<file path="src/rtl/fetch_queue.sv">
// Instruction-fetch stage: owns the fetch PC, issues sequential reads to a
// 1-cycle-latency instruction memory and buffers returned words in a FIFO.
module fetch_queue #(
  parameter int unsigned DEPTH    = 4,
  parameter logic [31:0] RESET_PC = 32'h0000_0000
) (
  input  logic        clk,
  input  logic        rst,
  output logic        imem_req,
  output logic [31:0] imem_addr,
  input  logic [31:0] imem_data,
  input  logic        redirect,
  input  logic [31:0] redirect_pc,
  output logic        inst_valid,
  output logic [31:0] inst_data,
  output logic [31:0] inst_pc,
  input  logic        inst_ready
);

  localparam int unsigned PW = (DEPTH > 1) ? $clog2(DEPTH) : 1;
  localparam int unsigned CW = PW + 1;

  logic [31:0]   fifo_data [DEPTH];
  logic [31:0]   fifo_pc   [DEPTH];
  logic [PW-1:0] rd_ptr;
  logic [PW-1:0] wr_ptr;
  logic [CW-1:0] count;
  logic          inflight;
  logic [31:0]   inflight_pc;
  logic [31:0]   fetch_pc;

  logic [CW:0]   occupancy;
  logic          push;
  logic          pop;
  logic          has_entry;

  // Slots reserved by an in-flight read count as occupied so a response can
  // never overrun the FIFO; a same-cycle pop deliberately frees nothing.
  assign occupancy = {1'b0, count} + {{CW{1'b0}}, inflight};
  assign imem_req  = !rst && !redirect && (occupancy < (CW+1)'(DEPTH));
  assign imem_addr = fetch_pc;

  assign has_entry  = (count != '0);
  assign push       = inflight;
  assign pop        = has_entry && inst_ready;

  assign inst_valid = !rst && has_entry;
  assign inst_data  = inst_valid ? fifo_data[rd_ptr] : '0;
  assign inst_pc    = inst_valid ? fifo_pc[rd_ptr]   : '0;

  always_ff @(posedge clk) begin
    if (rst) begin
      fetch_pc    <= RESET_PC;
      rd_ptr      <= '0;
      wr_ptr      <= '0;
      count       <= '0;
      inflight    <= 1'b0;
      inflight_pc <= '0;
    end else if (redirect) begin
      // Flush wins over any response or pop arriving in the same cycle.
      fetch_pc <= redirect_pc & 32'hFFFF_FFFC;
      rd_ptr   <= '0;
      wr_ptr   <= '0;
      count    <= '0;
      inflight <= 1'b0;
    end else begin
      if (imem_req) begin
        fetch_pc    <= fetch_pc + 32'd4;
        inflight    <= 1'b1;
        inflight_pc <= fetch_pc;
      end else begin
        inflight <= 1'b0;
      end
      if (push) wr_ptr <= wr_ptr + 1'b1;
      if (pop)  rd_ptr <= rd_ptr + 1'b1;
      case ({push, pop})
        2'b10:   count <= count + 1'b1;
        2'b01:   count <= count - 1'b1;
        default: count <= count;
      endcase
    end
  end

  always_ff @(posedge clk) begin
    if (!rst && !redirect && push) begin
      fifo_data[wr_ptr] <= imem_data;
      fifo_pc[wr_ptr]   <= inflight_pc;
    end
  end

endmodule

</file>
<file path="config.mk">
export PLATFORM = sky130hd
export DESIGN_NAME = fetch_queue
export DESIGN_NICKNAME = d
export VERILOG_FILES = /design/src/rtl/fetch_queue.sv
export SDC_FILE = /design/constraint.sdc
export NUM_CORES = 1
export LEC_CHECK = 0
export ABC_AREA = 1
export CAP_MARGIN = 40
export CORE_MARGIN = 4
export CORE_UTILIZATION = 50
export CTS_BUF_LIST = sky130_fd_sc_hd__clkbuf_8 sky130_fd_sc_hd__clkbuf_16
export CTS_CLUSTER_SIZE = 20
export DETAILED_ROUTE_END_ITERATION = 10
export DONT_BUFFER_PORTS = 1
export PLACE_DENSITY = 0.73
export SLEW_MARGIN = 20
export SYNTH_ARGS = -nofsm -noshare
export SYNTH_HDL_FRONTEND = slang
export SYNTH_SLANG_ARGS = --single-unit
</file>
<file path="constraint.sdc">
create_clock -name clk -period 8 [get_ports clk]
set_clock_uncertainty 0.2 [all_clocks]
set_input_delay 0 -clock clk [delete_from_list [all_inputs] [get_ports clk]]
set_output_delay 0 -clock clk [all_outputs]
set_load 0.05 [all_outputs]
</file>
# --- Word level (Yosys, flattened, before mapping) ---
# Memory sizes are Yosys's and may differ from the RTL's. A register that Yosys moved wholly into a read port is not among the register bits.
# Cells that the tools add are included.
word_totals:
  ff_bits: 72
  mem_bits_rw: 256
  inputBits: 68
  out_inout_bits: 98
  mem_count: 2
memory_table:
  columns: ["memory", "depth", "word_bits", "rd", "rd_clocked_by_memory_dff", "write_ports", "line", "rtl"]
  rows:
  - ["fifo_data", 4, 32, 1, 1, 1, "23", "logic [31:0] fifo_data [DEPTH];"]
  - ["fifo_pc", 4, 32, 1, 1, 1, "24", "logic [31:0] fifo_pc [DEPTH];"]
op_classes:
  addsub: 6
  magnitude_cmp: 1
  n_eq_ne: 2
  mux: 12
  bitwise_logic: 1
  n_reduce_logical: 12
ops:
  columns: ["op", "count"]
  rows:
  - ["$mux W32", 4]
  - ["$add A32 B3 Y32 const B", 1]
  - ["$mux W2", 4]
  - ["$pmux W3 S2", 1]
  - ["$logic_and A1 B1 Y1", 5]
  - ["$add A2 B1 Y2 const B", 2]
  - ["$add A3 B1 Y4", 1]
  - ["$lt A4 B3 Y1 const B", 1]
  - ["$reduce_bool A2 Y1", 2]
  - ["$add A3 B1 Y3 const B", 1]
  - ["$mux W1", 3]
  - ["$reduce_bool A3 Y1", 1]
  - ["$sub A3 B1 Y3 const B", 1]
  - ["$eq A2 B1 Y1 const B", 1]
  - ["$eq A2 B2 Y1 const B", 1]
  - ["$logic_not A1 Y1", 2]
  - ["$reduce_and A2 Y1", 1]
  - ["$reduce_or A2 Y1", 1]
  - ["$not A1 Y1", 1]

# --- Depth between registers and ports, before layout ---
depth:
  ltp_word: 5
  ltp_mapped: 11

# --- Least setup slack after synthesis ---
# No wires, ideal clock.
synth_timing:
  path_kind: "reg2reg"
  from: "register wr_ptr[0]"
  to: "memory fifo_data[2][0] (enable)"
  setup_ns: 0.482
  arrival_ns: 3.167
  t_required_ns: 7.318
  setup_slack_ns: 4.151
  path_stages_with_launch: 5
  path_buffers: 0
  period_less_slack_ns: 3.849
  cell_sequence: "dfxtp_1 inv_1 ha_1 inv_1 nor2_1"
synth_rtl:
  columns: ["element", "line", "rtl"]
  rows:
  - ["from (decl)", "26", "logic [PW-1:0] wr_ptr;"]
  - ["from (signal assigned)", "74", "if (push) wr_ptr <= wr_ptr + 1'b1;"]
  - ["to (decl)", "23", null]
# Straight into the memory's write port.

==> flow_summary.ini <==
[yosys]
ys_seq_area_share_pct = 67.1
synth-seq-cells = 318
avgSynthCellArea_sq_um = 10.3
synth_top_cell_area_share_pct = 56.4
synth_common_cells = nor2_1 (331), edfxtp_1 (248), o21ai_0 (152), nand2_1 (122), a21oi_1 (93)
yosysTopAreaCell = edfxtp_1
synth_area_leaders = edfxtp_1 (56%), dfxtp_1 (11%), nor2_1 (9.4%)
synth_most_common_cell = nor2_1
yosysWarnings = 0
async_reset_ff_share_pct = 0
synthesis.area_sq_um = 13200
ys_types = 35
netlist_instances = 1286
synth-edff-count = 248
yosys_most_used_dff = edfxtp_1

[pwr]
power_density_nw_per_um2 = 228
peakVddDrop_v = 0.000199
leakage_nw = 5.84

[worst_setup_path]
critPathCaptureType = output pin
required_ps = 7800
crit_fanout = 68
start_kind = register
cp_slowest_cell = dfxtp_4
cp_common_cell = buf_4
crit_type = reg -> out
cp_cell_sequence = clkinv_2 > buf_4 > o21ai_0 > a21oi_1 > buf_4
slowest_delay_ps = 710
cp_data_arrival_time_ps = 3100

[global_route]
grt.overflow.total = 0
grt_usage_pct = 20.5
grt_max_degree = 77
antenna_found_initial = 0
grt_pass1_vias = 9354
grt_pass1_wl_microns = 47400

[clock_tree]
cts.reportedPaths.clkPinSlew_ps = 60
postCtsSetupRepairBufs = 0
tritoncts = built
worst_skew_pair.late_latency_ps = 500
htree_levels = 2
cts_sinks = 318
cts_buffer_depth = 3
cts-root-buf = clkbuf_16
cts_resized = 0
numCtsBuffers = 34

[detailed_routing]
wl_microns = 30700
drtAntennaViolNets = 0
wl_per_cell_microns = 17.2
avgViaCountPerCell = 5.35
first_pass_iters = 5
drtIter0Drc = 770
drcViolationCount = 0
vias = 9556

[sta]
finalCritPeriodShare_pct = 41.3
finalSetupViolCount = 0
slew_viol_final = 0
hold_violations = 0
slew_headroom_pct = 43.5
fmax_ghz = 0.303
timing.final.ws_setup_ps = 4700
fin_setup_tns_ps = 0
min_period_ps = 3300
rsz0062_at_grt = no
worstMarginPinSlew_ps = 848

[floorplan]
die_area_sq_um = 29100
core_sq_um = 26000
placementRows = 59
die_h_microns = 170
start_util_pct = 50.8
die_x_microns = 170
ios = 166

[finish]
syn2layout_area_growth_pct = 21.8
final_net_count = 1500
drive_gt1_share_pct = 10.8
fin_cells = 1785
n_antenna_cell = 0
nFillCells = 1950

[place]
placed_cells = 1625
numPortBuffers = 0
gp_congestion = 0.897
place_ws_ps = 5120
place.detailed.hpwl_microns = 17100

[min_path]
worstHoldPathType = in -> reg

[flow_run]
drv_cap = 0

[run_status]
status = finished, final reports clean
-- critical path, delay by kind of cell (launching register included) --
kind / cells / cell delay (ps)
AO/OA/AOI/OAI: 2 / 390
buffers and inverters: 3 / 1480
flip-flops: 1 / 710
-- kinds of logic (layout without fill, tap and decap cells) --
kind of cell / count (synthesis) / count (layout) / share of synthesized area, %
simple gates: 526 / 526 / 16.2
buf+inv: 151 / 312 / 4.85
other cells: 1 / 4 / 0.0284
compound gates: 277 / 277 / 10.7
xor+xnor: 6 / 6 / 0.398
fa+ha+maj: 7 / 7 / 0.721
flops: 318 / 318 / 67.1
-- layer usage --
layer  share of wire, %  wire, microns  up-vias  track usage, %
met5                  0              0        -               0
met4                2.1            635        0            6.46
met3                8.0           2470       61            5.32
li1                   -              -     4659               -
met1                 41          12700     4484            25.9
met2                 49          14900      352            35.0
-- where the power goes --
part,internal (mW),total [mW],switching (mW)
combinational,0.0850,0.240,0.155
sequential,1.81,1.88,0.0676
clock,0.947,1.55,0.602
total,2.84,3.67,0.825
-- cell usage in the layout (no fill, tap or decap), drive strengths merged --
cell	Yosys	final
dfxtp	70	70
dlygate4sd3	0	95
nand3b	6	6
a21oi	93	93
clkbuf	43	37
a211oi	5	5
o21ai	168	168
bufinv	0	4
nand2	123	123
clkinvlp	0	2
nor2	340	340
or2	1	1
nand3	40	40
inv	81	90
nand4	5	5
edfxtp	248	248
o211ai	1	1
xor2	6	6
fa	1	1
o22ai	1	1
conb	1	4
a31oi	7	7
o31ai	1	1
buf	27	75
nor3	11	11
a21boi	1	1
clkinv	0	9
ha	6	6
-- layout make-up --
cell class                 instances  area [sq um]  share of cell area [%]
clock inverter                    24           229                    1.42
tap                              335           419                    2.61
clock buffer                      37           903                    5.62
timing repair buffer             170          1610                    9.99
multi-input combinational        820          3760                    23.4
inverter                          81           305                    1.90
sequential                       318          8850                    55.1
-- sequential cells by signal (all words and copies together), names as in the netlist, named ones only --
signal / flops
wr_ptr: 2
imem_addr: 30
fifo_data: 128
inflight: 1
rd_ptr: 2
inflight_pc: 30
count: 3
fifo_pc: 120
-- path summary, 6_finish.rpt --
path,start,endpoint,slack (ps),cells after the start
worst min register to register,rd_ptr[1],register,260,2
worst min-delay path,imem_data[27],fifo_data[1][27],20,1
worst max-delay path,register,inst_pc[9],4700,5
worst max register to register,imem_addr[4],imem_addr[17],5190,8
-- through the flow --
stage,util [%],power [mW],area (sq um),hold WS (ps)
floorplan,-,2.05,13200,-101
global route,61.9,3.80,16100,7.32
finish,61.9,3.67,16100,17.0
global placement,51.8,2.07,13500,-125
detailed placement,53.5,2.09,13900,-123
CTS,61.7,3.69,16000,0.416
-- timing repair --
item | CTS | global route
setup endpoints to repair | 0 | 0
endpoints found under the hold margin | 205 | 0
hold buffers | 97 | 0
(Power assumes the default switching activity.)
